--- src/rtl/tdm_demux_pkg.sv ---
// tdm_demux_pkg: shared FSM state, slot count and slot index type for the TDM demultiplexer
package tdm_demux_pkg;
  typedef enum logic {HUNT, LOCKED} state_t;
  localparam int NUM_SLOTS = 4;
  typedef logic [1:0] slot_t;
endpackage

--- src/rtl/tdm_slot_ctr.sv ---
// tdm_slot_ctr: 2-bit TDM slot counter with clear, realign-to-slot-1 and modulo-4 increment
// Ports: clk, rst_n (async, active-low), clr -> 0, load1 -> 1, inc -> +1 mod 4, slot = current slot
module tdm_slot_ctr
  import tdm_demux_pkg::*;
(
  input  logic  clk,
  input  logic  rst_n,
  input  logic  clr,
  input  logic  load1,
  input  logic  inc,
  output slot_t slot
);
  slot_t slot_q, slot_d;
  always_comb slot_d = clr ? slot_t'(0) : load1 ? slot_t'(1) : inc ? slot_q + slot_t'(1) : slot_q;
  always_ff @(posedge clk or negedge rst_n)
    if (!rst_n) slot_q <= '0;
    else slot_q <= slot_d;
  assign slot = slot_q;
endmodule

--- src/rtl/tdm_demux4.sv ---
// tdm_demux4: four-slot TDM demultiplexer with frame-start alignment, sync and optional parity checking
// Ports: clk, rst_n (async, active-low), din/din_valid/frame_start beat input,
//   y0..y3 channel registers, y_valid per-channel update pulse, frame_done, sync_err, locked.
// Option TDM_DEMUX_PARITY_EN adds din_par (even parity over din) and parity_err.
module tdm_demux4 #(
  parameter int WIDTH = 5
) (
  input  logic             clk,
  input  logic             rst_n,
  input  logic [WIDTH-1:0] din,
  input  logic             din_valid,
  input  logic             frame_start,
`ifdef TDM_DEMUX_PARITY_EN
  input  logic             din_par,
  output logic             parity_err,
`endif
  output logic [WIDTH-1:0] y0,
  output logic [WIDTH-1:0] y1,
  output logic [WIDTH-1:0] y2,
  output logic [WIDTH-1:0] y3,
  output logic [3:0]       y_valid,
  output logic             frame_done,
  output logic             sync_err,
  output logic             locked
);
  import tdm_demux_pkg::*;
  state_t state_q, state_d;
  slot_t slot;
  logic [NUM_SLOTS-1:0][WIDTH-1:0] y_q, y_d;
  logic [NUM_SLOTS-1:0] y_valid_q, y_valid_d;
  logic frame_done_q, frame_done_d, sync_err_q, sync_err_d, parity_err_q, parity_err_d;
  logic par_bad, clr, load1, inc;
  tdm_slot_ctr u_ctr (.clk(clk), .rst_n(rst_n), .clr(clr), .load1(load1), .inc(inc), .slot(slot));
  // Frame completeness is implicit: slot 3 is reachable only by in-order beats after a slot-0 write.
  always_comb begin
`ifdef TDM_DEMUX_PARITY_EN
    par_bad = din_valid && (state_q == LOCKED || frame_start) && ((^din) != din_par);
`else
    par_bad = 1'b0;
`endif
    state_d = state_q;
    y_d = y_q;
    y_valid_d = '0;
    frame_done_d = 1'b0;
    sync_err_d = 1'b0;
    parity_err_d = par_bad;
    clr = 1'b0;
    load1 = 1'b0;
    inc = 1'b0;
    if (par_bad) begin
      state_d = HUNT;
      clr = 1'b1;
    end else if (din_valid && frame_start) begin
      y_d[0] = din;
      y_valid_d = 4'b0001;
      load1 = 1'b1;
      state_d = LOCKED;
      sync_err_d = (state_q == LOCKED) && (slot != slot_t'(0));
    end else if (din_valid && state_q == LOCKED) begin
      if (slot == slot_t'(0)) begin
        sync_err_d = 1'b1;
        state_d = HUNT;
        clr = 1'b1;
      end else begin
        y_d[slot] = din;
        y_valid_d[slot] = 1'b1;
        frame_done_d = (slot == slot_t'(NUM_SLOTS - 1));
        inc = 1'b1;
      end
    end
  end
  always_ff @(posedge clk or negedge rst_n)
    if (!rst_n) begin
      state_q <= HUNT;
      y_q <= '0;
      y_valid_q <= '0;
      frame_done_q <= 1'b0;
      sync_err_q <= 1'b0;
      parity_err_q <= 1'b0;
    end else begin
      state_q <= state_d;
      y_q <= y_d;
      y_valid_q <= y_valid_d;
      frame_done_q <= frame_done_d;
      sync_err_q <= sync_err_d;
      parity_err_q <= parity_err_d;
    end
  assign {y3, y2, y1, y0} = y_q;
  assign y_valid = y_valid_q;
  assign frame_done = frame_done_q;
  assign sync_err = sync_err_q;
  assign locked = (state_q == LOCKED);
`ifdef TDM_DEMUX_PARITY_EN
  assign parity_err = parity_err_q;
`else
  logic unused_par;
  assign unused_par = parity_err_q;
`endif
endmodule
--- config.mk ---
export PLATFORM = sky130hd
export DESIGN_NAME = tdm_demux4
export DESIGN_NICKNAME = d
export VERILOG_FILES = /design/src/rtl/tdm_demux_pkg.sv /design/src/rtl/tdm_slot_ctr.sv /design/src/rtl/tdm_demux4.sv
export SDC_FILE = /design/constraint.sdc
export NUM_CORES = 1
export LEC_CHECK = 0
export ABC_AREA = 1
export BUFFER_PORTS_ARGS = -buffer_cell sky130_fd_sc_hd__buf_2
export CAP_MARGIN = 40
export CORE_UTILIZATION = 50
export DETAILED_ROUTE_END_ITERATION = 12
export PLACE_DENSITY = 0.78
export SETUP_SLACK_MARGIN = 0.02
export SYNTH_ARGS = -nofsm -noshare
export SYNTH_HDL_FRONTEND = slang
export SYNTH_SLANG_ARGS = --single-unit
--- constraint.sdc ---
create_clock -name clk -period 1.4 [get_ports clk]
set_input_delay 0.28 -clock clk [delete_from_list [all_inputs] [get_ports clk]]
set_output_delay 0.28 -clock clk [all_outputs]
set_load 0.02 [all_outputs]
==> results.cfg <==
[sta]
slew_headroom_pct = 60.0
rsz0062_at_grt = false
setup_slack_ns = 0.109
hold_viol = 0
period_share_pct = 92.2
slew_violations = 0
period_minus_slack_ns = 1.29
worst_slew_pin_slew_ns = 0.601
setup_violations = 0
clock_skew_ns = 0.00927
fin_tns_setup_ns = 0
fmaxAchievable_mhz = 774

[synthesis]
synth_area_mm2 = 0.00123
synth_top_family_by_area = simple AND/OR/NAND/NOR gates
synth_compound_area_share_pct = 0.406
muxShareOfSynthArea_pct = 0
synth_nets = 140
syn_inst = 126
avgSynthCellArea_um2 = 9.78
ys_types = 17
synth_adder_area_share_pct = 5.08
seq_area_frac_synth_pct = 56.9
synthXorXnorAreaFrac_pct = 0
yosysWarnings = 0
synthSimpleGateAreaFrac_pct = 32.2
synth-seq-cells = 28

[floorplan]
dieArea_mm2 = 0.00267
rows = 17
initial_core_util_pct = 54.2
core_mm2 = 0.00228
ios = 36
die_x_um = 51.6
die_h_um = 51.6

[status]
status = finished clean

[detailed_routing]
routed_via_density = 4.96
ant_nets = 0
drt_first_iter_violations = 17
wl_um = 2400
dr.pass1.iters = 4
num_vias = 973
wl_per_cell_um = 12.2
drc = 0

[clock_network]
clock_latency_ns = 0.32
clockBufferDepth = 2
cts-buffers-inserted = 3
cts_sinks = 28
clock-root-buffer = clkbuf_4
htree_levels = 1
clk_pin_slew_ns = 0.15
cts_tree = yes

[setup_path]
worst-path-max-fanout = 6
worstPathArrival_ns = 1.53
end_kind = flop
cp.required_ns = 1.64
start_kind = flop
path_class = reg -> reg

[layout]
syn_to_final_growth_pct = 23.4
drive_above_1_share_pct = 34.5
nNetsFinal = 183
final_common_cell = nand2_1
layoutNonFillerInstCount = 196
mostFrequentLayoutCells = nand2_1, buf_2, dfrtp_1
diodes = 0

[placed_design]
dpl.hpwl_um = 1830
dpl.cell_count = 189
place_ws_ns = 0.0237
gp_congestion = 0.818
io_buffers = 35

[global_route]
grt_pass1_vias = 890
grt_overflow_total = 0
grt_max_degree = 29
grt_usage_pct = 20.0
grt_pass1_wl_um = 3980
grt_antenna_before_repair = 0

[run]
cap_violations = 0

[pwr]
power_per_cell_area_mw_per_mm2 = 1960
ir_worst_vdd_mv = 1.11
p_leak_nw = 0.896

[hold_path]
hp-class = in -> reg
## stage by stage
step | area [um2] | utilization, % | power (W) | hold WS (ns)
after floorplan | 1230 | - | 0.00203 | -0.0156
after global placement | 1440 | 63.3 | 0.00239 | 0.310
after detailed placement | 1440 | 63.3 | 0.00244 | 0.330
after CTS | 1500 | 66.0 | 0.00296 | 0.208
after global routing | 1520 | 66.8 | 0.00317 | 0.215
final | 1520 | 66.8 | 0.00298 | 0.210
## cells by family after synthesis
group                      after synthesis
AOI/OAI and AO/OA                        1
adders and majority gates                5
buffers and inverters                   10
DFF                                     28
and+or+nand+nor                         82
## path summary, 6_finish.rpt
check | startpoint | to | slack (ns) | depth (start not counted)
hold / removal | din[0] | y0[0] | 0.21 | 3
max in group asynchronous | rst_n | u_ctr.slot[1] | 0.52 | 2
setup / recovery | u_ctr.slot[0] | y2[3] | 0.11 | 8
setup reg to reg | u_ctr.slot[0] | y2[3] | 0.11 | 8
hold reg to reg | y3[0] | y3[0] | 0.49 | 2
min in group asynchronous | rst_n | y3[3] | 0.48 | 2
## synth_stat cells
library cell,instances,area (um2)
nand2_2,1,6.26
nor2_2,1,6.26
buf_6,2,22.5
nor2_4,2,22.5
nand3b_1,1,7.51
nand2_1,52,195
o21ai_1,1,5.00
ha_1,5,62.6
inv_1,5,18.8
nand3_1,18,90.1
nor2_8,1,20.0
buf_4,1,7.51
dfrtp_1,28,701
inv_2,1,3.75
buf_8,1,15.0
nor3_1,3,15.0
nand2_4,3,33.8
## repair_timing
| action | CTS | global route |
|---|---|---|
| resized for setup | 0 | 5 |
| hold endpoints to repair | 28 | 0 |
| buffers inserted | 0 | 2 |
| hold buffers | 1 | 0 |
| pin swaps | 1 | 2 |
| setup endpoints to repair | 1 | 10 |
## routing by layer
layer	GRT usage (%)	up-vias	routed length, um
li1	-	478	-
met1	27.1	467	1100
met2	32.9	26	1220
met3	2.92	2	77
met4	6.31	0	10
met5	0	-	0
## critical path, stage by stage, from the launching register on
cell     delay [ns]
dfrtp_1        0.42
inv_2          0.07
buf_4          0.12
ha_1           0.16
inv_2          0.06
nor2_4         0.18
nand2_4        0.09
nand2_1        0.07
nand2_1        0.05
## state kept, by name (all words and copies together), names as in the netlist
name        flops
y0              5
y1              5
y2              5
y3              5
y_valid         3
u_ctr.slot      2
frame_done      1
locked          1
sync_err        1
## power by group
part           switching, W  internal, W  total (W)
logic              0.000818     0.000461    0.00128
registers          0.000132      0.00105    0.00118
clock network      0.000232     0.000289   0.000522
## final cells by class
class / instances / area, um2
inverter: 6 / 22.5
fill: 178 / 756
multi-input combinational: 88 / 469
timing repair buffer: 42 / 240
sequential: 28 / 701
tap: 28 / 35.0
clock buffer: 3 / 22.5
clock inverter: 1 / 30.0
No activity file was read; power rests on OpenSTA's default activity.
